### src/rtl/image_window_fetch.sv
// Raster-scans the frame, captures each 3x3 neighbourhood one cycle after its address is driven; scan stalls while out_valid && !out_ready.
// Build macro IMAGE_WINDOW_ZERO_PAD_EN: out-of-image neighbours read as 0 instead of edge-clamped values.
`timescale 1ns/1ps
module image_window_fetch #(
    parameter int WIDTH  = 320,
    parameter int HEIGHT = 480,
    parameter int AW     = 18,
    parameter int DW     = 16
) (
    input  logic          clk,
    input  logic          rst,
    input  logic          start,
    output logic          busy,
    output logic          done,
    output logic [AW-1:0] a1,
    output logic [AW-1:0] a2,
    output logic [AW-1:0] a3,
    output logic [AW-1:0] a4,
    output logic [AW-1:0] a5,
    output logic [AW-1:0] a6,
    output logic [AW-1:0] a7,
    output logic [AW-1:0] a8,
    output logic [AW-1:0] a9,
    input  logic [DW-1:0] rd1,
    input  logic [DW-1:0] rd2,
    input  logic [DW-1:0] rd3,
    input  logic [DW-1:0] rd4,
    input  logic [DW-1:0] rd5,
    input  logic [DW-1:0] rd6,
    input  logic [DW-1:0] rd7,
    input  logic [DW-1:0] rd8,
    input  logic [DW-1:0] rd9,
    output logic [DW-1:0] win0,
    output logic [DW-1:0] win1,
    output logic [DW-1:0] win2,
    output logic [DW-1:0] win3,
    output logic [DW-1:0] win4,
    output logic [DW-1:0] win5,
    output logic [DW-1:0] win6,
    output logic [DW-1:0] win7,
    output logic [DW-1:0] win8,
    output logic [8:0]    out_x,
    output logic [8:0]    out_y,
    output logic [AW-1:0] out_addr,
    output logic          out_valid,
    input  logic          out_ready
);
    typedef enum logic [1:0] {S_IDLE, S_FETCH, S_FLUSH, S_DONE} state_t;

    state_t        state_q, state_d;
    logic [8:0]    x_q, x_d, y_q, y_d;
    logic [AW-1:0] rowbase_q, rowbase_d;
    logic [DW-1:0] win_q [9];
    logic [DW-1:0] win_d [9];
    logic [8:0]    out_x_q, out_x_d, out_y_q, out_y_d;
    logic [AW-1:0] out_addr_q, out_addr_d;
    logic          out_valid_q, out_valid_d;

    logic          x_first, x_last, y_first, y_last, adv;
    logic [8:0]    col [3];
    logic [AW-1:0] row [3];
    logic [AW-1:0] addr [9];
    logic [DW-1:0] rd [9];
    logic [DW-1:0] pix [9];

    assign x_first = (x_q == 9'd0);
    assign x_last  = (x_q == 9'(WIDTH - 1));
    assign y_first = (y_q == 9'd0);
    assign y_last  = (y_q == 9'(HEIGHT - 1));
    assign adv     = !out_valid_q || out_ready;

    assign rd[0] = rd1;
    assign rd[1] = rd2;
    assign rd[2] = rd3;
    assign rd[3] = rd4;
    assign rd[4] = rd5;
    assign rd[5] = rd6;
    assign rd[6] = rd7;
    assign rd[7] = rd8;
    assign rd[8] = rd9;

    // Neighbour rows come from rowbase by add/subtract, so no multiplier in the address path.
    always_comb begin
        col[0] = x_first ? x_q : x_q - 9'd1;
        col[1] = x_q;
        col[2] = x_last ? x_q : x_q + 9'd1;
        row[0] = y_first ? rowbase_q : rowbase_q - AW'(WIDTH);
        row[1] = rowbase_q;
        row[2] = y_last ? rowbase_q : rowbase_q + AW'(WIDTH);
    end

    always_comb begin
        for (int r = 0; r < 3; r++) begin
            for (int c = 0; c < 3; c++) begin
                addr[r*3+c] = '0;
                if (state_q == S_FETCH) begin
                    addr[r*3+c] = row[r] + AW'(col[c]);
                end
            end
        end
    end

    always_comb begin
        for (int k = 0; k < 9; k++) begin
            pix[k] = rd[k];
        end
`ifdef IMAGE_WINDOW_ZERO_PAD_EN
        for (int i = 0; i < 3; i++) begin
            if (y_first) pix[i]     = '0;
            if (y_last)  pix[6+i]   = '0;
            if (x_first) pix[3*i]   = '0;
            if (x_last)  pix[3*i+2] = '0;
        end
`endif
    end

    // State register
    always_ff @(posedge clk) begin
        if (rst) state_q <= S_IDLE;
        else     state_q <= state_d;
    end

    // Next-state logic
    always_comb begin
        state_d = state_q;
        case (state_q)
            S_IDLE:  if (start) state_d = S_FETCH;
            S_FETCH: if (adv && x_last && y_last) state_d = S_FLUSH;
            S_FLUSH: if (out_valid_q && out_ready) state_d = S_DONE;
            S_DONE:  state_d = S_IDLE;
            default: state_d = S_IDLE;
        endcase
    end

    // FSM outputs
    always_comb begin
        busy = (state_q != S_IDLE);
        done = (state_q == S_DONE);
    end

    // Scan counters and window register
    always_comb begin
        x_d         = x_q;
        y_d         = y_q;
        rowbase_d   = rowbase_q;
        win_d       = win_q;
        out_x_d     = out_x_q;
        out_y_d     = out_y_q;
        out_addr_d  = out_addr_q;
        out_valid_d = out_valid_q;
        case (state_q)
            S_IDLE: begin
                if (start) begin
                    x_d       = '0;
                    y_d       = '0;
                    rowbase_d = '0;
                end
            end
            S_FETCH: begin
                if (adv) begin
                    win_d       = pix;
                    out_x_d     = x_q;
                    out_y_d     = y_q;
                    out_addr_d  = rowbase_q + AW'(x_q);
                    out_valid_d = 1'b1;
                    if (x_last) begin
                        x_d = '0;
                        if (!y_last) begin
                            y_d       = y_q + 9'd1;
                            rowbase_d = rowbase_q + AW'(WIDTH);
                        end
                    end else begin
                        x_d = x_q + 9'd1;
                    end
                end
            end
            S_FLUSH: begin
                if (out_valid_q && out_ready) out_valid_d = 1'b0;
            end
            default: ;
        endcase
    end

    always_ff @(posedge clk) begin
        if (rst) begin
            x_q         <= '0;
            y_q         <= '0;
            rowbase_q   <= '0;
            out_x_q     <= '0;
            out_y_q     <= '0;
            out_addr_q  <= '0;
            out_valid_q <= 1'b0;
            for (int k = 0; k < 9; k++) win_q[k] <= '0;
        end else begin
            x_q         <= x_d;
            y_q         <= y_d;
            rowbase_q   <= rowbase_d;
            out_x_q     <= out_x_d;
            out_y_q     <= out_y_d;
            out_addr_q  <= out_addr_d;
            out_valid_q <= out_valid_d;
            for (int k = 0; k < 9; k++) win_q[k] <= win_d[k];
        end
    end

    assign a1 = addr[0];
    assign a2 = addr[1];
    assign a3 = addr[2];
    assign a4 = addr[3];
    assign a5 = addr[4];
    assign a6 = addr[5];
    assign a7 = addr[6];
    assign a8 = addr[7];
    assign a9 = addr[8];

    assign win0 = win_q[0];
    assign win1 = win_q[1];
    assign win2 = win_q[2];
    assign win3 = win_q[3];
    assign win4 = win_q[4];
    assign win5 = win_q[5];
    assign win6 = win_q[6];
    assign win7 = win_q[7];
    assign win8 = win_q[8];

    assign out_x     = out_x_q;
    assign out_y     = out_y_q;
    assign out_addr  = out_addr_q;
    assign out_valid = out_valid_q;
endmodule

### config.mk
export PLATFORM = sky130hd
export DESIGN_NAME = image_window_fetch
export DESIGN_NICKNAME = d
export VERILOG_FILES = /design/src/rtl/image_window_fetch.sv
export SDC_FILE = /design/constraint.sdc
export NUM_CORES = 1
export LEC_CHECK = 0
export BUFFER_PORTS_ARGS = -buffer_cell sky130_fd_sc_hd__buf_4
export CORE_ASPECT_RATIO = 1.2
export CORE_MARGIN = 4
export CORE_UTILIZATION = 30
export CTS_BUF_LIST = sky130_fd_sc_hd__clkbuf_4
export DETAILED_ROUTE_END_ITERATION = 8
export PLACE_DENSITY = 0.54
export SETUP_SLACK_MARGIN = 0.02
export SYNTH_ARGS = -nofsm -noshare
export SYNTH_HDL_FRONTEND = slang
export SYNTH_SLANG_ARGS = --single-unit
### constraint.sdc
create_clock -name clk -period 4.2 [get_ports clk]
set_input_delay 0.63 -clock clk [delete_from_list [all_inputs] [get_ports clk]]
set_output_delay 0.63 -clock clk [all_outputs]
set_load 0.03 [all_outputs]
==> run summary <==
The flow ran to the end, but the final reports show violations. The final reports fail on setup timing. Of the cells placed in the final design, the portion with a size suffix greater than 1 is 0.4374. The x dimension of the die is 190.3 um. A synthesized cell averages 7.375 um2. The synthesized-area fraction occupied by ao, oa, aoi and oai cells came out at 0.1728. The core region is 0.03904 mm2. The sequential element share of the synthesized area came out at 0.3531. The number of nets with antenna violations after detailed routing is 0.

The cell sitting at the root of the clock tree is a clkbuf_4. The number of synthesized flops with an enable pin came out at 0. In the final design database the tool counted 2,377 nets. Summing every instance area after synthesis gives between 0.01 and 0.015 mm2.

The max-slew headroom at the worst pin is 0.1749. In the synthesized netlist, the number of instances is 1,622. The clock transition at the registers of the reported paths is roughly 70 ps.

The initial core utilization came out at 0.3064. The count of maximum capacitance violations is 0. dfxtp_1 takes more of the synthesized area than any other cell. Entering global routing, the biggest net connects 185 pins. The TritonCTS clock tree is yes. For this run, the total global-route usage over all layers was measured as 0.2177. The number of detailed-routing iterations run before antenna repair is 4. Input and output buffers added on the ports amount to between 400 and 500. Setup repair after global routing could not meet its margin everywhere. The first global-routing pass estimated 75,490 um of wire. CTS built an H-tree with a depth of 2.

The leakage power summed over all cells is 8.073 nW. The estimated wirelength of the detail-placed design is about 36,000 um. The die height came out at 226.7 um. The maximum clock skew at final layout is 32.40 ps. The maximum fanout along the worst path is 5. The final layout contains routed wiring with a total length of 51,860 um. The area share of the largest cell type after synthesis came out at 0.3531.

The instance count after placement with tap cells included is 2,546. The count of yosys warnings during synthesis came out at 0. The number of global-route vias before repair is 13,210. The die footprint came out at 0.04314 mm2. The buffer depth of the longest clock path is 3.

The overall power of the completed layout came out at around 9.2 mW. The critical path is of the flip-flop to output pin type. The total overflow left after global routing is 0. The weighted congestion at the end of routability-driven global placement is 0.8354. The minimum period implied by the final worst setup slack is 4368 ps. The worst-case vdd ir drop came out at 494.6 uV. The worst setup path is launched from a flip-flop. The CTS buffer count is 59. For this run, the top clock speed supported by timing is 228.9 MHz. The cell area power density is a little under 500 mW/mm2. The data arrival time of the critical path came out at roughly 3700 ps. The worst min-delay path category is input pin to flip-flop. In the synthesized netlist the dominant register cell turns out to be dfxtp_1. The final number of hold-violating endpoints came out at 0. The non-filler instance count after layout is 2,763. The clock net in this run drives a total of 211 sinks. The post-layout worst setup margin came out at -167.9 ps. The data required time of the worst path is roughly 3600 ps. The standard-cell row count is 79. The post-placement worst setup slack is 208.2 ps. In this run, post-CTS hold repair placed 0 buffers. The setup-violating endpoint count in the final report is 24. Sorting the synthesized cells by area gives the leading types as dfxtp_1 (35%), nand2_1 (12%), a21oi_1 (9.9%).

STA classifies the critical path endpoint as an output pin. Dividing the detail-routed wire length by the instance count gives 18.77 um. The post-synthesis simple-gate area fraction came out at 0.2634. For the worst-skew pair, the clock arrives at the later sink with an insertion delay of approximately 710 ps.

The number of synthesized register bits came out at 211. The initial antenna violation count came out at 1. The top-level I/O count came out at ~500. Dividing the detail-routed via count by the number of cells gives about 4.9. The count of routing violations after the opening detailed-route iteration came out at 627. The count of cell types in the netlist came out at 83.

For the pin with the worst max-slew slack, the measured transition is 1222 ps. The adder-cell share of the synthesized area is 0.04184. The main combinational cell family by area after synthesis is simple AND/OR/NAND/NOR gates. The number of vias after detailed routing is 13,670. The total DRC errors in the routed layout came out at 0. The proportion of register bits with asynchronous set or reset after synthesis came out at 0. The final critical-path share of the clock period is 1.040. Of the total synthesized cell area, the portion taken by XOR and XNOR cells is 0.08651. The final max-slew violation count is 0. The area growth from synthesis to layout came out at 60.71%. The mux contribution to synthesized area came out at 0.007636.
## cell usage after synthesis (6+ instances only)
library cell and count:
xor2_1 43, mux2i_1 8, nor2b_1 7, nand2_1 390, nor4_1 10, o211ai_1 6
xnor2_1 72, inv_1 22, buf_1 6, a31oi_1 6, ha_1 40, dfxtp_1 211
nand4_1 8, a21oi_1 237, a21o_1 9, or3_1 18, nor2_1 131, a22oi_1 7
and2_1 23, nand3_1 28, buf_4 40, nor3b_1 6, and3_1 13, a211oi_1 18
clkbuf_1 94, nor3_1 34, o21ai_0 32
## stage by stage
stage	hold WS [ps]	util	TNS [ps]	cell area, um2
5_1_grt	61.07	0.4924	-9590	19220
4_1_cts	68.28	0.4646	-2253	18140
3_5_place_dp	446.6	0.4101	0	16010
6_report	154.1	0.4924	-1742	19220
2_1_floorplan	462.0	-	0	11970
3_3_place_gp	442.1	0.4101	0	16010
## layer usage
| layer | share of wire | global-route usage |
|---|---|---|
| met5 | 0 | 0 |
| met4 | 0.025 | 0.05539 |
| met3 | 0.078 | 0.05713 |
| met2 | 0.52 | 0.3977 |
| met1 | 0.38 | 0.2527 |
## final timing paths
path,start,endpoint,slack (ps),depth (start not counted)
worst max-delay path,x_q[2]$_SDFFE_PP0P_,a4[16],-170,12
worst min-delay path,rd4[8],win3[8]$_SDFFE_PP0P_,150,3
worst max register to register,state_q[1]$_SDFFE_PP0P_,rowbase_q[7]$_SDFFE_PP0P_,1110,10
worst min register to register,win0[9]$_SDFFE_PP0P_,win0[9]$_SDFFE_PP0P_,450,2
## logic make-up after synthesis
logic type,Yosys count
AO/OA/AOI/OAI,359
buffers and inverters,177
other,1
AND/OR/NAND/NOR,709
flip-flops,211
adder cells (fa/ha/maj),40
multiplexers,9
XOR/XNOR,116
## cell usage in the layout, fill, tap and decap left out, drive strengths merged, types with 37 or more instances in the layout
cell type  netlist  final
nor2           131    131
dfxtp          211    211
xor2            43     43
o21ai           37     37
buf             54    657
a21oi          238    238
xnor2           73     73
clkbuf          97     90
ha              40     40
nand2          393    393
## where the power goes
group / total, mW / switching [mW] / internal, mW / leakage (nW)
Combinational: 4.74 / 3.13 / 1.62 / 5.89
Sequential: 2.60 / 0.216 / 2.38 / 1.73
Clock: 1.90 / 0.920 / 0.981 / 0.457
## critical path, stage by stage (launching register included)
cell	delay (ps)
dfxtp_4	350
buf_8	120
or4_4	560
or4_4	480
nand2_8	130
ha_4	210
a21oi_4	160
nor2b_4	50
a311o_2	430
nand2b_1	120
xor2_1	170
nor2_1	60
buf_4	200
## flip-flops by register name, indices dropped and copies added, names as in the netlist, 12 cells and up
name / cells
out_addr: 16
win0: 16
win1: 16
win2: 16
win3: 16
win4: 16
win5: 16
win6: 16
win7: 16
win8: 16
rowbase_q: 12
## area by class of cell
type | instances | area (um2)
Antenna cell | 1 | 2.502
Clock buffer | 90 | 675.6
Clock inverter | 18 | 83.83
Fill cell | 3790 | 19820
Inverter | 25 | 112.6
Multi-Input combinational cell | 1235 | 8269
Sequential cell | 211 | 4252
Tap cell | 526 | 658.1
Timing Repair Buffer | 657 | 5170
## repair_timing
item / 4_1_cts / 5_1_grt
setup buffers: 59 / 49
resized for setup: 170 / 154
pin swaps: 65 / 73
gates cloned: 1 / 1
endpoints found under the setup margin: 73 / 68
Note: power is estimated with default switching activity, not from simulation.
